### src/rtl/program_loader_pkg.sv
`default_nettype none
// ============================================================================
// Module      : program_loader_pkg
// Description : Shared types and constants for the program loader. Holds the
//               loader state encoding, the default instruction-memory
//               geometry and the halt word that terminates a program image.
// Revision    : 1.0 - initial release
// ============================================================================
package program_loader_pkg;

    // Default instruction-memory geometry (DEPTH must equal 2**AW)
    localparam int DEPTH_DEFAULT = 64;
    localparam int AW_DEFAULT    = 6;

    // An all-zero word ends the image; it is written to memory like any other
    localparam logic [31:0] HALT_WORD = 32'h0000_0000;

    // Byte-counter value of the last byte of a 32-bit word
    localparam logic [1:0] LAST_BYTE = 2'd3;

    typedef enum logic [2:0] {
        ST_IDLE  = 3'd0,
        ST_RECV  = 3'd1,
        ST_WRITE = 3'd2,
        ST_DONE  = 3'd3,
        ST_ERR   = 3'd4
    } state_t;

endpackage : program_loader_pkg
`default_nettype wire

### src/rtl/program_loader_byte_packer.sv
`default_nettype none
// ============================================================================
// Module      : byte_packer
// Description : Assembles four accepted bytes into a little-endian 32-bit
//               word. Holds the byte counter and the assembly register.
// Ports       : clk      - clock, rising edge
//               reset    - asynchronous active-low reset
//               i_clear  - synchronous clear of counter and word (new load)
//               i_accept - a byte is transferred this cycle
//               i_byte   - the byte being transferred
//               o_word   - assembled word (complete after the 4th accept)
//               o_last   - this cycle's accept completes a word
// Revision    : 1.0 - initial release
// ============================================================================
module byte_packer
    import program_loader_pkg::*;
(
    input  logic        clk,
    input  logic        reset,
    input  logic        i_clear,
    input  logic        i_accept,
    input  logic [7:0]  i_byte,
    output logic [31:0] o_word,
    output logic        o_last
);

    logic [1:0]  r_byte_cnt;
    logic [31:0] r_word;

    // Shifting each new byte in at the top means the first byte of a group
    // of four ends up in [7:0] and the fourth in [31:24]. The counter is
    // 2 bits wide so it wraps from 3 back to 0 on its own.
    always_ff @(posedge clk or negedge reset) begin
        if (!reset) begin
            r_byte_cnt <= 2'd0;
            r_word     <= 32'd0;
        end else if (i_clear) begin
            r_byte_cnt <= 2'd0;
            r_word     <= 32'd0;
        end else if (i_accept) begin
            r_byte_cnt <= r_byte_cnt + 2'd1;
            r_word     <= {i_byte, r_word[31:8]};
        end
    end

    assign o_word = r_word;
    assign o_last = i_accept && (r_byte_cnt == LAST_BYTE);

endmodule : byte_packer
`default_nettype wire

### src/rtl/program_loader.sv
`default_nettype none
// ============================================================================
// Module      : program_loader
// Description : Receives a program image as a byte stream, packs it into
//               32-bit words and writes them to instruction memory from
//               address 0 while holding the CPU in reset. A halt word ends
//               the load and releases the CPU; filling every address without
//               seeing a halt word flags an overflow.
// Ports       : clk, reset (async, active-low)
//               start                 - begins (or restarts) a load
//               in_valid/in_data/in_ready - byte-stream handshake
//               imem_we/imem_addr/imem_wdata - instruction-memory write port
//               cpu_reset             - holds the CPU while not DONE
//               busy/done/err_overflow - load status
//               word_count            - words written in the current load
// Revision    : 1.0 - initial release
// ============================================================================
module program_loader
    import program_loader_pkg::*;
#(
    parameter int DEPTH = DEPTH_DEFAULT,
    parameter int AW    = AW_DEFAULT
)(
    input  logic          clk,
    input  logic          reset,
    input  logic          start,
    input  logic          in_valid,
    input  logic [7:0]    in_data,
    output logic          in_ready,
    output logic          imem_we,
    output logic [AW-1:0] imem_addr,
    output logic [31:0]   imem_wdata,
    output logic          cpu_reset,
    output logic          busy,
    output logic          done,
    output logic          err_overflow,
    output logic [AW:0]   word_count
);

    localparam logic [AW-1:0] C_LAST_INDEX = AW'(DEPTH - 1);

    state_t        r_state;
    state_t        w_state_next;
    logic [AW-1:0] r_index;
    logic [AW:0]   r_word_count;

    logic          w_accept;
    logic          w_last_byte;
    logic          w_clear;
    logic          w_index_inc;
    logic          w_count_inc;
    logic [31:0]   w_word;

    // in_ready is decoded straight from the state register so the accept
    // path does not pass through the next-state block.
    assign in_ready = (r_state == ST_RECV);
    assign w_accept = in_valid && in_ready;

    byte_packer u_byte_packer (
        .clk      (clk),
        .reset    (reset),
        .i_clear  (w_clear),
        .i_accept (w_accept),
        .i_byte   (in_data),
        .o_word   (w_word),
        .o_last   (w_last_byte)
    );

    // ------------------------------------------------------------------
    // State register
    // ------------------------------------------------------------------
    always_ff @(posedge clk or negedge reset) begin
        if (!reset) begin
            r_state <= ST_IDLE;
        end else begin
            r_state <= w_state_next;
        end
    end

    // ------------------------------------------------------------------
    // Next-state and output decode
    // ------------------------------------------------------------------
    always_comb begin
        w_state_next = r_state;
        w_clear      = 1'b0;
        w_index_inc  = 1'b0;
        w_count_inc  = 1'b0;
        imem_we      = 1'b0;
        busy         = 1'b0;
        done         = 1'b0;
        err_overflow = 1'b0;
        cpu_reset    = 1'b1;

        case (r_state)
            ST_IDLE: begin
                if (start) begin
                    w_state_next = ST_RECV;
                    w_clear      = 1'b1;
                end
            end

            // start is deliberately not examined here or in WRITE
            ST_RECV: begin
                busy = 1'b1;
                if (w_last_byte) begin
                    w_state_next = ST_WRITE;
                end
            end

            ST_WRITE: begin
                busy        = 1'b1;
                imem_we     = 1'b1;
                w_count_inc = 1'b1;
                // Halt takes priority: a halt word in the last slot still
                // ends the load cleanly rather than flagging overflow.
                if (w_word == HALT_WORD) begin
                    w_state_next = ST_DONE;
                end else if (r_index == C_LAST_INDEX) begin
                    w_state_next = ST_ERR;
                end else begin
                    w_index_inc  = 1'b1;
                    w_state_next = ST_RECV;
                end
            end

            ST_DONE: begin
                done      = 1'b1;
                cpu_reset = 1'b0;
                if (start) begin
                    w_state_next = ST_RECV;
                    w_clear      = 1'b1;
                end
            end

            ST_ERR: begin
                err_overflow = 1'b1;
                if (start) begin
                    w_state_next = ST_RECV;
                    w_clear      = 1'b1;
                end
            end

            default: begin
                w_state_next = ST_IDLE;
            end
        endcase
    end

    // ------------------------------------------------------------------
    // Word index and word counter. The index only advances on a non-final
    // write, so it stops at DEPTH-1 and never wraps.
    // ------------------------------------------------------------------
    always_ff @(posedge clk or negedge reset) begin
        if (!reset) begin
            r_index      <= '0;
            r_word_count <= '0;
        end else if (w_clear) begin
            r_index      <= '0;
            r_word_count <= '0;
        end else begin
            if (w_index_inc) begin
                r_index <= r_index + 1'b1;
            end
            if (w_count_inc) begin
                r_word_count <= r_word_count + 1'b1;
            end
        end
    end

    // Write data is gated so the bus reads zero outside the write cycle
    assign imem_addr  = r_index;
    assign imem_wdata = imem_we ? w_word : 32'd0;
    assign word_count = r_word_count;

endmodule : program_loader
`default_nettype wire

### config.mk
export PLATFORM = sky130hd
export DESIGN_NAME = program_loader
export DESIGN_NICKNAME = d
export VERILOG_FILES = /design/src/rtl/program_loader_pkg.sv /design/src/rtl/program_loader_byte_packer.sv /design/src/rtl/program_loader.sv
export SDC_FILE = /design/constraint.sdc
export NUM_CORES = 1
export LEC_CHECK = 0
export BUFFER_PORTS_ARGS = -buffer_cell sky130_fd_sc_hd__buf_4
export CAP_MARGIN = 15
export CORE_MARGIN = 1
export CORE_UTILIZATION = 55
export CTS_BUF_LIST = sky130_fd_sc_hd__clkbuf_4
export CTS_CLUSTER_SIZE = 25
export DETAILED_ROUTE_END_ITERATION = 6
export PLACE_DENSITY_LB_ADDON = 0.1
export SYNTH_ARGS = -nofsm -noshare
export SYNTH_HDL_FRONTEND = slang
export SYNTH_SLANG_ARGS = --single-unit
### constraint.sdc
create_clock -name clk -period 2.13 [get_ports clk]
set_input_delay 0.1065 -clock clk [delete_from_list [all_inputs] [get_ports clk]]
set_output_delay 0.1065 -clock clk [all_outputs]
set_load 0.02 [all_outputs]
# [After elaboration in Yosys (flattened, before gate mapping)]
# Index checks and enable logic that the tools add are counted.
# W data, S select, Z words.
[op_classes] addsub=3 n_mul=0 div_mod_pow=0 order_cmp=0 n_eq_ne=8 n_shift=0 mux=24 bitwise_logic=0 n_reduce_logical=10
[op_table] cell="$mux W32" n=3
[op_table] cell="$logic_not A32 Y1" n=1
[op_table] cell="$mux W7" n=2
[op_table] cell="$mux W3" n=4
[op_table] cell="$mux W6" n=2
[op_table] cell="$mux W1" n=10
[op_table] cell="$pmux W3 S3" n=1
[op_table] cell="$add A7 B1 Y7 const B" n=1
[op_table] cell="$add A6 B1 Y6 const B" n=1
[op_table] cell="$eq A3 B2 Y1 const B" n=2
[op_table] cell="$eq A6 B6 Y1 const B" n=1
[op_table] cell="$reduce_bool A2 Y1" n=3
[op_table] cell="$mux W2" n=2
[op_table] cell="$ne A2 B1 Y1 const B" n=2
[op_table] cell="$eq A3 B1 Y1 const B" n=1
[op_table] cell="$eq A3 B3 Y1 const B" n=1
[op_table] cell="$logic_not A3 Y1" n=1
[op_table] cell="$reduce_or A3 Y1" n=1
[op_table] cell="$add A2 B1 Y2 const B" n=1
[op_table] cell="$eq A2 B2 Y1 const B" n=1
[op_table] cell="$logic_and A1 B1 Y1" n=2
[op_table] cell="$reduce_and A2 Y1" n=1
[op_table] cell="$reduce_or A2 Y1" n=1
[word_totals] ff_bits=50 latchBits=0 mem_bits_rw=0 rom_bits=0 output_inout_bits=51 memories=0

# [Logic depth before layout (Yosys ltp)]
[depth] word_depth=6 mapped_depth=7 ltp_nobuf=6

# [Cells and area by module]
# From an unflattened synthesis, not the netlist that was laid out.
[unflattened] cells_unflattened=239 area_unflattened_um2=2517.4
[by_module_without_submodules] module="byte_packer" n_inst=1 cells_per_inst=112 area_each_um2=1427.6
[by_module_without_submodules] module="program_loader" n_inst=1 cells_per_inst=127 area_each_um2=1089.8

# [Least setup slack after synthesis]
# OpenSTA, ideal clock, no wires.
[synth_timing] kind="reg2reg" start="reg u_byte_packer.r_word[3] (netlist: u_byte_packer.o_word[3])" end="reg r_index[1] (netlist: imem_addr[1])" arrival_ns=1.800 path_slack_ns=0.205 path_stages_with_launch=7 path_cell_list="dfrtp_1 nor4_2 nand2_1 or4_4 buf_6 nand3_1 mux2_2"
[synth_via] elab_chain_len=4
[synth_lines] item="start: declaration" line="program_loader_byte_packer.sv:28" source="logic [31:0] r_word;"
[synth_lines] item="start signal: assignment" line="program_loader_byte_packer.sv:42" source="r_word <= {i_byte, r_word[31:8]};"
[synth_lines] item="$logic_not A32 Y1" line="program_loader.sv:116" source="if (w_word == HALT_WORD) begin"
[synth_lines] item="$mux W1" line="program_loader.sv:116"
[synth_lines] item="$mux W1" line="program_loader.sv:94" source="case (r_state)"
[synth_lines] item="$reduce_bool A2 Y1 (no source line)"
[synth_lines] item="end signal: assignment" line="program_loader.sv:162" source="r_index <= r_index + 1'b1;"
[synth_lines] item="end: declaration" line="program_loader.sv:44" source="logic [AW-1:0] r_index;"
# No other way between the ends.
# A chain may end at the register's enable or synchronous reset.

# [Worst setup path in the final report]
[layout_timing] start="reg u_byte_packer.r_word[23] (netlist: u_byte_packer.o_word[23])" end="reg r_index[1] (netlist: imem_addr[1])"
# The elaborated chain is that of the path after synthesis.

==> summary.md <==
| Metric | Value |
|---|---|
| Status | `finished clean` |
| Dpl hpwl | `3.59 mm` |
| Cells after synthesis | `284` |
| Pwr/cell area | `1000 nW/µm²` |
| Net Sw Power | `1.27 mW` |
| DRC | `0` |
| Worst-path cell chain | `nor4_2 > nand2_1 > or4_4 > nand3_1 > mux2_2` |
| Synth Cell Area | `2490 µm²` |
| CP Capture Type | `flop` |
| Dominant cell type by area after synthesis | `dfrtp_1` |
| Endpoints failing hold | `0` |
| Critical Path Start Type | `flop` |
| Core area | `4350 µm²` |
| Post-DR wirelength/cell | `13.6 µm` |
| ANT nets after route | `0` |
| Worst Path Buf+Inv | `0` |
| Distinct cells, synth | `36` |
| Syn Nets | `299` |
| Max-slew violations | `0` |
| First-pass GRT wire length | `9.14 mm` |
| Ys flop type | `dfrtp_1` |
| CP max FO | `6` |
| Sequential power share | `51.1%` |
| Period minus WS final | `1.97 ns` |
| Io pins | `63` |
| Final wirelength | `5.50 mm` |
| Clock Path Buffers | `2` |
| Max Fclk | `0.507 GHz` |
| R2R cell count | `5` |
| RSZ-0062 raised after global routing | `false` |
| Die H | `69.3 µm` |
| Critical Path Source | `u_byte_packer.o_word[23]` |
| Slowest CP cell | `or4_4` |
| WS Path Type | `reg -> reg` |
| Final period util | `92.7%` |
| Yosys warns | `0` |
| Initial DRC count | `120` |
| Cell Rows | `24` |
| Hold WS | `0.138 ns` |
| Drt via density | `5.38` |
| Fin area | `3190 µm²` |
| Util after Layout | `73.3%` |
| CTS sink cnt | `50` |
| Drt first pass iters | `4` |
| Reg2Reg Launch Point | `u_byte_packer.o_word[23]` |
| Hold Crit Class | `in -> reg` |
| Int Power | `1.92 mW` |
| Switch share | `39.9%` |
| VDD IR-drop max | `0.543 mV` |
| TritonCTS buffer count | `5` |
| Post-Place Worst Slack | `0.115 ns` |
| Die Width | `69.3 µm` |
| Crit path max-delay family | `simple AND/OR/NAND/NOR gates` |
| Reg clk slew, reported paths | `0.14 ns` |
| Slowest stage delay, CP | `0.59 ns` |
| Worst Setup EP | `imem_addr[1]` |
| DP Area | `3020 µm²` |
| Final setup fails | `0` |
| Logic gate share of total power | `36.7%` |
| Antenna diode count | `0` |
| Port bufs | `62` |
| R2r endpoint | `imem_addr[1]` |
| Seq/Total Area, Yosys | `50.2%` |
| TNS Setup | `0 ns` |
| Area Overhead vs Synth | `28.0%` |
| Skew final | `0.0189 ns` |
| Critical Path AT | `2.24 ns` |
| Fin cells | `405` |
| Total number of cells along the worst setup path | `5` |
| Reg2reg setup slack | `0.16 ns` |
| Total Nets Final | `369` |
| Slew @ Worst Pin | `0.607 ns` |
| Max_cap viols | `0` |
| Placer Congestion | `0.824` |
| Skew-Pair Late Insertion Delay | `0.36 ns` |
| Root Driver | `clkbuf_4` |
| Top-area cell type share of the netlist area | `50.2%` |
| Initial antenna violation count | `0` |
| GRT Total Usage | `23.7%` |
| Via Count | `2178` |
| Share of layout cells above drive strength 1 | `24.1%` |
| Power share of the clock group | `12.2%` |
| #FFs+latches synth | `50` |
| Initial Utilization | `57.3%` |
| H-tree levels | `2` |
| Largest net degree at the start of global routing | `51` |
| Area contributors post-synth | `dfrtp_1, nand2_1, and2_1` |
| DIE AREA | `4810 µm²` |
| Final WS setup | `0.156 ns` |
| Grt total ovfl | `0` |
| Post-Place Cells | `387` |
| Leak | `1.57 nW` |
| Power, Total | `3.19 mW` |
| Syn_area_per_cell | `8.78 µm²` |
| Worst hold path cell count | `4` |
| Asr flop ratio synth | `100%` |
| Vias in the first global route | `1996` |
| Slew HR | `59.6%` |
| WP data required | `2.40 ns` |
| EDFF count, synth | `0` |
| CTS tree | `yes` |
-- worst reg2reg max path, delay by kind of cell (launching register included) --
kind / cells / cell delay, ns
simple gates: 4 / 1.10
flops: 1 / 0.45
mux: 1 / 0.34
-- worst min-delay path by stage --
| stage | startpoint | endpoint |
|---|---|---|
| floorplan | reset | imem_addr[0] |
| global placement | reset | r_state[2] |
| detailed placement | reset | r_state[2] |
| CTS | in_valid | r_state[0] |
| global route | in_valid | r_state[0] |
| finish | in_valid | r_state[0] |
-- timing repair --
action | 4_1_cts | 5_1_grt
hold buffers | 10 | 0
hold endpoints to repair | 59 | 0
buffers inserted | 0 | 2
resized for setup | 0 | 3
endpoints found under the setup margin | 0 | 2
-- state kept, by name, indices dropped and copies added, names as in the netlist --
signal	cells
imem_addr	6
r_state	3
u_byte_packer.o_word	32
u_byte_packer.r_byte_cnt	2
word_count	7
-- logic make-up (layout without fill, tap and decap cells) --
group	after synthesis	after routing	synth area share [%]
buffers and inverters	21	90	3.46
AND/OR/NAND/NOR	154	154	31.1
flip-flops	50	50	50.2
AO/OA/AOI/OAI	45	45	9.63
adder cells (fa/ha/maj)	3	3	1.51
XOR/XNOR	6	6	2.11
multiplexers	5	5	2.06
-- cells in the mapped netlist (2+ instances only) --
| library cell | number |
|---|---|
| inv_1 | 4 |
| o21ai_0 | 2 |
| a21oi_1 | 36 |
| nand4_1 | 5 |
| dfrtp_1 | 50 |
| xnor2_1 | 2 |
| nand2b_1 | 4 |
| nor4_2 | 2 |
| nor4_1 | 6 |
| nand2_1 | 79 |
| nor2_1 | 8 |
| and3_1 | 3 |
| nand3_1 | 3 |
| and2_1 | 32 |
| xor2_1 | 4 |
| mux2i_1 | 4 |
| nor2b_1 | 4 |
| ha_1 | 3 |
| clkbuf_1 | 16 |
-- cell type report --
type / count / area [µm²]
Clock buffer: 5 / 37.5
Clock inverter: 1 / 3.75
Fill cell: 330 / 1160
Inverter: 4 / 15.0
Multi-Input combinational cell: 213 / 1180
Sequential cell: 50 / 1250
Tap cell: 52 / 65.1
Timing Repair Buffer: 80 / 638
-- layer usage --
layer | vias to the layer above | wire [µm] | global-route usage [%]
met5 | - | 0 | 0
met4 | 0 | 27 | 6.80
met3 | 2 | 196 | 4.36
met2 | 60 | 2810 | 38.9
met1 | 1034 | 2470 | 32.3
li1 | 1082 | - | -
-- layout by cell type (no fill, tap or decap), drive strengths merged, types with 5 or more instances in the layout --
cell	n
nand4	5
a21oi	36
dlygate4sd3	10
buf	70
and2	33
clkbuf	5
dfrtp	50
nor2	8
nand2	79
nor4	8
-- power groups by stage --
stage	logic, mW	registers, mW	clock network [mW]
floorplan	0.807	1.56	0
CTS	1.16	1.61	0.397
detailed placement	1.14	1.63	0
global placement	1.12	1.61	0
global route	1.33	1.68	0.434
finish	1.17	1.63	0.390
Power figures use the tool's default switching activity.
